===== src/rtl/gps_uart_pkg.sv =====
`default_nettype none
// ============================================================================
//  Module      : gps_uart_pkg
//  Description : Shared definitions for the UART transmit arbiter: FSM state
//                encoding, default bit timing and the wrap-around index helper
//                used by the round-robin picker.
//  Revision    : 1.0  initial release
// ============================================================================
package gps_uart_pkg;

    // Arbiter FSM states
    typedef enum logic [1:0] {
        IDLE      = 2'd0,
        ISSUE     = 2'd1,
        WAIT_DONE = 2'd2
    } arb_state_t;

    // Default baud timing of the attached uart_tx
    localparam int c_DEFAULT_CLKS_PER_BIT = 142;

    // A frame is 10 bit times; 12 leaves two bit times of slack before abort
    localparam int c_TIMEOUT_BITS         = 12;
    localparam int c_DEFAULT_TIMEOUT_CLKS = c_TIMEOUT_BITS * c_DEFAULT_CLKS_PER_BIT;

    // Fold an index in 0..2n-1 back into 0..n-1
    function automatic int wrap_index(input int idx, input int n);
        return (idx >= n) ? (idx - n) : idx;
    endfunction

endpackage
`default_nettype wire


===== src/rtl/rr_pick.sv =====
`default_nettype none
// ============================================================================
//  Module      : rr_pick
//  Description : Combinational round-robin picker. Searches the request vector
//                starting one position above the last grant, wrapping around,
//                and returns the first set index.
//  Ports       : i_req        request vector
//                i_last_grant index granted most recently
//                o_winner     selected index (valid when o_any_req is high)
//                o_any_req    at least one request bit is set
//  Revision    : 1.0  initial release
// ============================================================================
module rr_pick
    import gps_uart_pkg::*;
#(
    parameter int NUM_REQ = 4,
    parameter int IDX_W   = $clog2(NUM_REQ)
)(
    input  logic [NUM_REQ-1:0] i_req,
    input  logic [IDX_W-1:0]   i_last_grant,
    output logic [IDX_W-1:0]   o_winner,
    output logic               o_any_req
);

    always_comb begin
        int w_idx;
        w_idx     = 0;
        o_winner  = '0;
        o_any_req = |i_req;
        // Walk from the farthest offset back to the nearest one so the
        // closest set bit after the last grant is the final assignment.
        for (int k = NUM_REQ; k >= 1; k--) begin
            w_idx = wrap_index(int'(i_last_grant) + k, NUM_REQ);
            if (i_req[IDX_W'(w_idx)]) begin
                o_winner = IDX_W'(w_idx);
            end
        end
    end

endmodule
`default_nettype wire


===== src/rtl/uart_tx_arbiter.sv =====
`default_nettype none
// ============================================================================
//  Module      : uart_tx_arbiter
//  Description : Shares one uart_tx between NUM_REQ requesters. A round-robin
//                winner's byte is latched at grant, strobed into the UART for
//                one cycle, and the arbiter then waits for tx_done_in or a
//                per-byte timeout before returning to IDLE.
//  Ports       : clk_in, rst_in (async, active high)
//                en_in        allow new grants
//                req_in       level requests, data_in byte i at [8i+7:8i]
//                ack_out      one-cycle pulse when requester byte captured
//                done_out     one-cycle pulse when requester byte sent
//                tx_dv_out    strobe to uart_tx, tx_data_out byte to send
//                tx_active_in, tx_done_in  status from uart_tx
//                busy_out     high outside IDLE
//                timeout_out  one-cycle pulse on abort
//  Revision    : 1.0  initial release
// ============================================================================
module uart_tx_arbiter
    import gps_uart_pkg::*;
#(
    parameter int NUM_REQ      = 4,
    parameter int CLKS_PER_BIT = c_DEFAULT_CLKS_PER_BIT,
    parameter int TIMEOUT_CLKS = c_TIMEOUT_BITS * CLKS_PER_BIT
)(
    input  logic                   clk_in,
    input  logic                   rst_in,
    input  logic                   en_in,
    input  logic [NUM_REQ-1:0]     req_in,
    input  logic [8*NUM_REQ-1:0]   data_in,
    output logic [NUM_REQ-1:0]     ack_out,
    output logic [NUM_REQ-1:0]     done_out,
    output logic                   tx_dv_out,
    output logic [7:0]             tx_data_out,
    input  logic                   tx_active_in,
    input  logic                   tx_done_in,
    output logic                   busy_out,
    output logic                   timeout_out
);

    localparam int                 c_IDX_W    = $clog2(NUM_REQ);
    localparam int                 c_CNT_W    = $clog2(TIMEOUT_CLKS);
    localparam logic [c_CNT_W-1:0] c_CNT_LAST = c_CNT_W'(TIMEOUT_CLKS - 1);
    localparam logic [c_IDX_W-1:0] c_LAST_RST = c_IDX_W'(NUM_REQ - 1);

    generate
        if (NUM_REQ < 2 || NUM_REQ > 8 || CLKS_PER_BIT < 1 || TIMEOUT_CLKS < 2) begin : g_param_check
            $error("uart_tx_arbiter: illegal parameter combination");
        end
    endgenerate

    arb_state_t          r_state;
    arb_state_t          w_state_nxt;
    logic [c_IDX_W-1:0]  r_winner;
    logic [c_IDX_W-1:0]  r_last_grant;
    logic [c_IDX_W-1:0]  w_pick;
    logic                w_any_req;
    logic [7:0]          w_pick_byte;
    logic [7:0]          r_data;
    logic [c_CNT_W-1:0]  r_cnt;
    logic [NUM_REQ-1:0]  r_done;
    logic                r_timeout;
    logic                w_grant;
    logic                w_finish;
    logic                w_expire;

    rr_pick #(
        .NUM_REQ (NUM_REQ),
        .IDX_W   (c_IDX_W)
    ) u_rr_pick (
        .i_req        (req_in),
        .i_last_grant (r_last_grant),
        .o_winner     (w_pick),
        .o_any_req    (w_any_req)
    );

    assign w_pick_byte = data_in[{w_pick, 3'b000} +: 8];

    // State register
    always_ff @(posedge clk_in or posedge rst_in) begin
        if (rst_in) begin
            r_state <= IDLE;
        end else begin
            r_state <= w_state_nxt;
        end
    end

    // Next state and state-decoded outputs
    always_comb begin
        w_state_nxt = r_state;
        w_grant     = 1'b0;
        w_finish    = 1'b0;
        w_expire    = 1'b0;
        tx_dv_out   = 1'b0;
        ack_out     = '0;
        busy_out    = 1'b1;
        case (r_state)
            IDLE: begin
                busy_out = 1'b0;
                if (en_in && !tx_active_in && w_any_req) begin
                    w_grant     = 1'b1;
                    w_state_nxt = ISSUE;
                end
            end
            ISSUE: begin
                tx_dv_out         = 1'b1;
                ack_out[r_winner] = 1'b1;
                w_state_nxt       = WAIT_DONE;
            end
            WAIT_DONE: begin
                // Completion wins over a coincident timeout terminal count
                if (tx_done_in) begin
                    w_finish    = 1'b1;
                    w_state_nxt = IDLE;
                end else if (r_cnt == c_CNT_LAST) begin
                    w_expire    = 1'b1;
                    w_state_nxt = IDLE;
                end
            end
            default: begin
                w_state_nxt = IDLE;
            end
        endcase
    end

    // Grant capture, timeout counter and completion pulses
    always_ff @(posedge clk_in or posedge rst_in) begin
        if (rst_in) begin
            r_winner     <= '0;
            r_last_grant <= c_LAST_RST;
            r_data       <= 8'h00;
            r_cnt        <= '0;
            r_done       <= '0;
            r_timeout    <= 1'b0;
        end else begin
            r_done    <= '0;
            r_timeout <= 1'b0;
            if (w_grant) begin
                r_winner <= w_pick;
                r_data   <= w_pick_byte;
            end
            if (r_state == WAIT_DONE && !w_finish && !w_expire) begin
                r_cnt <= r_cnt + c_CNT_W'(1);
            end else begin
                r_cnt <= '0;
            end
            if (w_finish) begin
                r_done[r_winner] <= 1'b1;
                r_last_grant     <= r_winner;
            end
            if (w_expire) begin
                r_timeout    <= 1'b1;
                r_last_grant <= r_winner;
            end
        end
    end

    assign tx_data_out = r_data;
    assign done_out    = r_done;
    assign timeout_out = r_timeout;

endmodule
`default_nettype wire

===== config.mk =====
export PLATFORM = sky130hd
export DESIGN_NAME = uart_tx_arbiter
export DESIGN_NICKNAME = d
export VERILOG_FILES = /design/src/rtl/gps_uart_pkg.sv /design/src/rtl/rr_pick.sv /design/src/rtl/uart_tx_arbiter.sv
export SDC_FILE = /design/constraint.sdc
export NUM_CORES = 1
export LEC_CHECK = 0
export CAP_MARGIN = 20
export CORE_ASPECT_RATIO = 0.7
export CORE_MARGIN = 4
export CORE_UTILIZATION = 40
export DETAILED_ROUTE_END_ITERATION = 8
export HOLD_SLACK_MARGIN = 0.12
export PLACE_DENSITY_LB_ADDON = 0.05
export SYNTH_ARGS = -nofsm -noshare
export SYNTH_HDL_FRONTEND = slang
export SYNTH_SLANG_ARGS = --single-unit

===== constraint.sdc =====
create_clock -name clk_in -period 2 [get_ports clk_in]
set_clock_uncertainty 0.2 [all_clocks]
set_input_delay 0.3 -clock clk_in [delete_from_list [all_inputs] [get_ports clk_in]]
set_output_delay 0.3 -clock clk_in [all_outputs]
set_load 0.01 [all_outputs]

==> metrics.md, run 1 <==
| Metric | Value |
|---|---|
| Routed via count | `1472` |
| FF-to-FF Start | `r_last_grant[1]` |
| Residual DRC count | `0` |
| Initial antenna violation count | `0` |
| RSZ-0062 raised after global routing | `true` |
| Area post-placement | `around 2400 µm²` |
| H-tree Lvls | `2` |
| Layout Nets | `283` |
| Worst reg2reg path depth | `6` |
| Count leader, synth | `dfrtp_1` |
| Critical path capture point type | `flop` |
| Critical Path RT | `about 2000 ps` |
| Number of global-route vias before repair | `1447` |
| Min Tclk post-route | `2000 ps` |
| CP Buf/Inv Count | `1` |
| Worst path depth | `6` |
| Crit Path Max Fanout | `17` |
| Die X | `about 85 µm` |
| Clock Path Buffers | `2` |
| Cell Pwr Density | `910 nW/µm²` |
| Post-synth ARST share | `100%` |
| Synth top area cells | `dfrtp_1 (42%), mux2_2 (6.7%), nand3_1 (6.3%), o211ai_2 (6.0%), mux2i_1 (5.4%)` |
| Worst setup path end | `tx_data_out[6]` |
| Initial DRC Count | `49` |
| Antenna Cells | `0` |
| Worst path arrival time | `approximately 2000 ps` |
| Mapped Avg Cell Area | `10.1 µm²` |
| Root Buffer | `clkbuf_8` |
| Launch point of the worst path | `r_last_grant[1]` |
| CP max stage delay | `610 ps` |
| WL per Instance | `about 14 µm` |
| Initial Util | `a little over two fifths` |
| Post-synth top cells | `dfrtp_1 (28), nand3_1 (21), nor2_1 (18)` |
| Filler Cell Count | `314` |
| CTS tree | `built` |
| Finished Cell Area | `2550 µm²` |
| Core area | `~4000 µm²` |
| Max cap viols | `0` |
| Slew margin rel. | `73.4%` |
| GPL Wtd Cong | `0.718` |
| Max VDD drop | `0.559 mV` |
| EDFF count, synth | `0` |
| Final WS setup | `-2.50 ps` |
| Fin. Hold Viols | `0` |
| Post-CTS Hold Fix Bufs | `0` |
| CP max stage cell | `dfstp_2` |
| I/O Pins | `60` |
| Setup CP Type | `flop to flop` |
| Cell area after synthesis | `1670 µm²` |
| R2r setup slk | `-2 ps` |
| CTS Buf Count | `5` |
| Global Route Usage Sum | `16.1%` |
| Synth cell types | `32` |
| Syn_nets | `207` |
| Share of cells above drive strength 1 | `between 20% and 30%` |
| Site row count | `19` |
| Post-synth top area share | `around two fifths` |
| YS warnings | `0` |
| Leakage | `about 1.1 nW` |
| Worst hold slack | `209 ps` |
| Largest net degree at the start of global routing | `31` |
| Clock Pin Slew Worst Setup and Hold Paths | `70 ps` |
| Worst skew pair latency | `between 200 and 300 ps` |
| Avg Vias per Cell | `5.01` |
| Yosys reg bits | `30` |
| Final wirelength | `4.26 mm` |
| Die H | `62.1 µm` |
| HP Class | `primary input to asynchronous set/reset pin` |
| R2R Path End | `tx_data_out[6]` |
| Critical Path Start Type | `flop` |
| Final setup violation count | `1` |
| Fmax | `499 MHz` |
| Ys flop type | `dfrtp_1` |
| Worst path cell trace | `mux2i_1 -> o22ai_1 -> a21oi_2 -> buf_12 -> mux2_2 -> o211ai_2` |
| Clk sink count | `30` |
| First-pass iteration count of the detailed router | `4` |
| Buffers on Ports | `59` |
| Crit-path leading delay family | `flip-flops` |
| Status | `complete, but fails checks` |
| Grt total ovfl | `0` |
| Detailed Place HPWL | `3.25 mm` |
| Max Slew Vio Count | `0` |
| Leading area contributor after synthesis | `dfrtp_1` |
| Antenna Nets Post-Route | `0` |
| Post-route clock period utilization | `100%` |
| Area growth syn-to-layout | `52.3%` |
| Worst slew pin tran | `~400 ps` |
| Failing checks | `setup timing` |
| First-pass GRT wire length | `6.53 mm` |
| Post-Synthesis Cells | `165` |
| DIE AREA | `5290 µm²` |
| Sequential element share of the synthesized area | `45.1%` |
[power breakdown]
group | switching [W] | internal, W
registers | 0.000117 | 0.000749
logic | 0.000409 | 0.000537
clock network | 0.000231 | 0.000276
[metrics by stage]
| stage | total power (W) | worst slack, ps | setup TNS (ps) | utilization [%] | instances |
|---|---|---|---|---|---|
| 2_1_floorplan | 0.00137 | 16.2 | 0 | - | 165 |
| 3_3_place_gp | 0.00178 | -342 | -3010 | 60.9 | 285 |
| 3_5_place_dp | 0.00181 | -397 | -3400 | 60.9 | 285 |
| 4_1_cts | 0.00233 | 4.34 | 0 | 63.7 | 293 |
| 5_1_grt | 0.00245 | -51.1 | -302 | 64.1 | 294 |
| 6_report | 0.00232 | -2.50 | -2.50 | 64.1 | 294 |
[worst min path at each step]
stage	start	endpoint	slack, ps	cells past startpoint
2_1_floorplan	rst_in	done_out[0]	190	1
3_3_place_gp	r_cnt[0]	r_cnt[0]	250	1
3_5_place_dp	r_cnt[0]	r_cnt[0]	250	1
4_1_cts	rst_in	r_cnt[2]	220	3
5_1_grt	rst_in	r_cnt[2]	260	3
6_report	rst_in	r_cnt[10]	210	3
[flip-flops by register name, indices dropped and copies added, names as in the netlist]
register and cells:
r_state 2, timeout_out 1, r_last_grant 2, r_winner 2
tx_data_out 8, r_cnt 11, done_out 4
[placed cells by master, fill, tap and decap left out, types with 2 or more instances in the layout]
cell,instances
clkdlybuf4s50_1,53
and3_1,2
or2_2,2
a21oi_2,2
nand3_1,21
o211ai_2,8
xnor2_1,2
nor2b_1,3
dlygate4sd2_1,5
nand4_1,2
dfstp_2,2
mux2i_1,8
nand2b_1,3
xor2_1,7
inv_1,6
o21ai_0,2
buf_4,13
nor2_1,18
nand2_1,16
mux2_2,9
buf_12,2
clkbuf_8,6
dfrtp_1,28
[cells by family (layout without fill, tap and decap cells)]
| kind of cell | Yosys count | in the layout | share of synthesized area (%) |
|---|---|---|---|
| multiplexers | 19 | 19 | 12.1 |
| XOR/XNOR | 9 | 9 | 4.72 |
| AND/OR/NAND/NOR | 79 | 79 | 23.4 |
| adder cells (fa/ha/maj) | 1 | 1 | 0.748 |
| AO/OA/AOI/OAI | 15 | 15 | 9.73 |
| flip-flops | 30 | 30 | 45.1 |
| buffers and inverters | 12 | 89 | 4.19 |
[layout make-up]
type                       instances  area [µm²]  area share [%]
sequential                        30         753            29.6
clock inverter                     2        12.5           0.491
tap                               52        65.1            2.56
inverter                           7        28.8            1.13
timing repair buffer              74         724            28.5
clock buffer                       6        82.6            3.24
multi-input combinational        123         880            34.5
[tightest hold or removal path, cell delays in order]
cell,delay (ps)
clkdlybuf4s50_1,400
inv_1,50
buf_4,360
[metal layers]
metal,track usage [%],part of all wire [%]
met1,21.7,45
met2,25.9,48
met5,0,0
met3,4.48,6.5
met4,4.74,0.75
[repair_timing]
action / in CTS / in global routing
buffers inserted: 0 / 1
resized for setup: 11 / 4
pin swaps: 0 / 1
endpoints found under the setup margin: 14 / 11
gates cloned: 0 / 0
Note: power is estimated with default switching activity, not from simulation.
==> inputs of run 2 (changes only) <==
CORE_MARGIN = 2   (was 4)
PLACE_DENSITY_LB_ADDON = 0.15   (was 0.05)
==> metrics.md, run 2 (synthesis results as in run 1) <==
| Metric | Value |
|---|---|
| Critical Path Start Type | `flop` |
| GPL Wtd Cong | `0.828 (+15%)` |
| Worst slew pin tran | `399 ps (-0.452 ps)` |
| R2r setup slk | `9 ps (about the same)` |
| R2R Path End | `tx_data_out[6]` |
| Filler Cell Count | `312 (-0.64%)` |
| Avg Vias per Cell | `5.04 (+0.60%)` |
| Met2 WL | `1.98 mm (-2.9%)` |
| HP Class | `primary input to asynchronous set/reset pin` |
| WL per Instance | `13.9 µm (-3.8%)` |
| Post-CTS Hold Fix Bufs | `0 (unchanged)` |
| Max cap viols | `0 (unchanged)` |
| Final wirelength | `4.14 mm (-2.8%)` |
| Layout Nets | `286 (+1.1%)` |
| Max Slew Vio Count | `0 (unchanged)` |
| First-pass iteration count of the detailed router | `4 (unchanged)` |
| Antenna Nets Post-Route | `0 (unchanged)` |
| Largest Register | `r_cnt` |
| Setup CP Type | `flop to flop` |
| Largest net degree at the start of global routing | `31 (unchanged)` |
| Setup WS pre-CTS | `-445 ps (-48.9 ps)` |
| Initial antenna violation count | `0 (unchanged)` |
| Met3 WL | `194 µm (-29%)` |
| Leakage | `1.15 nW (+1.8%)` |
| Uppermost routed layer | `met4` |
| Die H | `58.1 µm (-6.4%)` |
| Root Buffer | `clkbuf_8` |
| Placed cells | `288 (+1.1%)` |
| Post-route clock period utilization | `99.6% (-0.56 points)` |
| I/O Pins | `60 (unchanged)` |
| Status | `complete, no violations` |
| Final non-filler cell total | `297 (+1.0%)` |
| Final Util | `65.8% (+1.7 points)` |
| H-tree Lvls | `2 (unchanged)` |
| Antenna Cells | `0 (unchanged)` |
| Final setup violation count | `0 (-1)` |
| Detailed Place HPWL | `3.19 mm (-1.8%)` |
| CTS tree | `built` |
| Number of global-route vias before repair | `1484 (+2.6%)` |
| Pint | `0.00184 W (+18%)` |
| Clock Pin Slew Worst Setup and Hold Paths | `70 ps (about the same)` |
| Grt total ovfl | `0 (unchanged)` |
| FF-to-FF Start | `r_last_grant[1]` |
| Sequential share of power | `33.1% (-4.2 points)` |
| Clock Path Buffers | `2 (unchanged)` |
| Fmax | `502 MHz (+0.56%)` |
| Max VDD drop | `0.542 mV (-3.0%)` |
| Fin. Hold Viols | `0 (unchanged)` |
| Routed via count | `1496 (+1.6%)` |
| Global Route Usage Sum | `18.6% (+2.5 points)` |
| Residual DRC count | `0 (unchanged)` |
| Critical path capture point type | `flop` |
| Initial Util | `42.1% (unchanged)` |
| Initial DRC Count | `54 (+10%)` |
| Largest register FFs | `11 (unchanged)` |
| Min Tclk post-route | `1990 ps (-11.1 ps)` |
| DIE AREA | `4720 µm² (-11%)` |
| Buffers on Ports | `59 (unchanged)` |
| First-pass GRT wire length | `6.66 mm (+1.9%)` |
| Worst path arrival time | `1990 ps (about the same)` |
| Switching share of power | `29.7% (-2.9 points)` |
| Met1 Wirelength | `1.91 mm (-0.52%)` |
| CTS Buf Count | `5 (unchanged)` |
| Most common cell after layout, fill and taps aside | `clkdlybuf4s50_1` |
| Site row count | `19 (unchanged)` |
| Power share of the combinational group | `37.9% (-2.9 points)` |
| Final WS setup | `8.65 ps (+11.1 ps)` |
| RSZ-0062 raised after global routing | `true` |
| Clock Power Share | `29.0% (+7.1 points)` |
| Net switching power | `0.000776 W (+2.7%)` |
| Core area | `3970 µm² (unchanged)` |
| Launch point of the worst path | `r_last_grant[1]` |
| Worst hold slack | `196 ps (-12.6 ps)` |
| Slew margin rel. | `73.3% (about the same)` |
| Most frequent cells in the layout | `clkdlybuf4s50_1 (54), dfrtp_1 (28), nand3_1 (21)` |
| Crit Path Max Fanout | `8 (-9)` |
| Share of cells above drive strength 1 | `23.7% (+0.95 points)` |
| Cell Pwr Density | `1000 nW/µm² (+10%)` |
| Die X | `81.3 µm (-4.7%)` |
| Area growth syn-to-layout | `56.3%` |
| Setup TNS | `0 ps (+2.50 ps)` |
| Worst skew pair latency | `280 ps (about the same)` |
| Critical Path RT | `2000 ps (about the same)` |
| Worst setup path end | `tx_data_out[6]` |
| Worst reg2reg path depth | `7 (+1)` |
| Clk sink count | `30 (unchanged)` |
run 2: metrics by stage:
stage / instance area [µm²] / power (W)
after floorplan: 1680 / 0.00137
after global placement: 2430 / 0.00179
after detailed placement: 2430 / 0.00182
after CTS: 2580 / 0.00259
after global routing: 2610 / 0.00275
final: 2610 / 0.00262
run 2: worst min-delay path by stage:
stage,start,end,slack [ps]
2_1_floorplan,rst_in,done_out[0],190
5_1_grt,rst_in,r_cnt[5],270
4_1_cts,rst_in,r_cnt[6],210
3_5_place_dp,r_cnt[0],r_cnt[0],270
6_report,rst_in,r_cnt[5],200
3_3_place_gp,r_cnt[0],r_cnt[0],240
run 2: critical path, stage by stage, from the launching register on:
cell and delay (ps):
dfstp_2 590, buf_4 150, a21oi_2 70, o31ai_4 270, buf_4 210, nand3_1 90
mux2_2 290, o211ai_2 60
run 2: cell type report:
class	instances	area, µm²	share of cell area, %
clock inverters	2	60.1	2.30
inverters	7	28.8	1.10
repair buffers	77	736	28.2
clock buffers	6	82.6	3.16
well taps	52	65.1	2.49
multi-input cells	123	887	34.0
flip-flops and latches	30	753	28.8
run 2: power groups by stage:
| stage | logic [W] | registers (W) | clock network [W] |
|---|---|---|---|
| after floorplan | 0.000488 | 0.000886 | 0 |
| after global placement | 0.000925 | 0.000865 | 0 |
| after detailed placement | 0.000956 | 0.000868 | 0 |
| after CTS | 0.000960 | 0.000863 | 0.000772 |
| after global routing | 0.00107 | 0.000882 | 0.000800 |
| final | 0.000993 | 0.000865 | 0.000758 |
run 2: repair_timing:
item | 4_1_cts | 5_1_grt
resized for setup | 10 | 6
setup buffers | 0 | 1
pin swaps | 0 | 1
endpoints found under the setup margin | 16 | 11
run 2: layer usage:
| layer | up-vias | global-route usage, % |
|---|---|---|
| met5 | - | 0 |
| met4 | 0 | 7.51 |
| met3 | 6 | 4.52 |
| met2 | 41 | 28.8 |
| met1 | 710 | 25.2 |
| li1 | 739 | - |
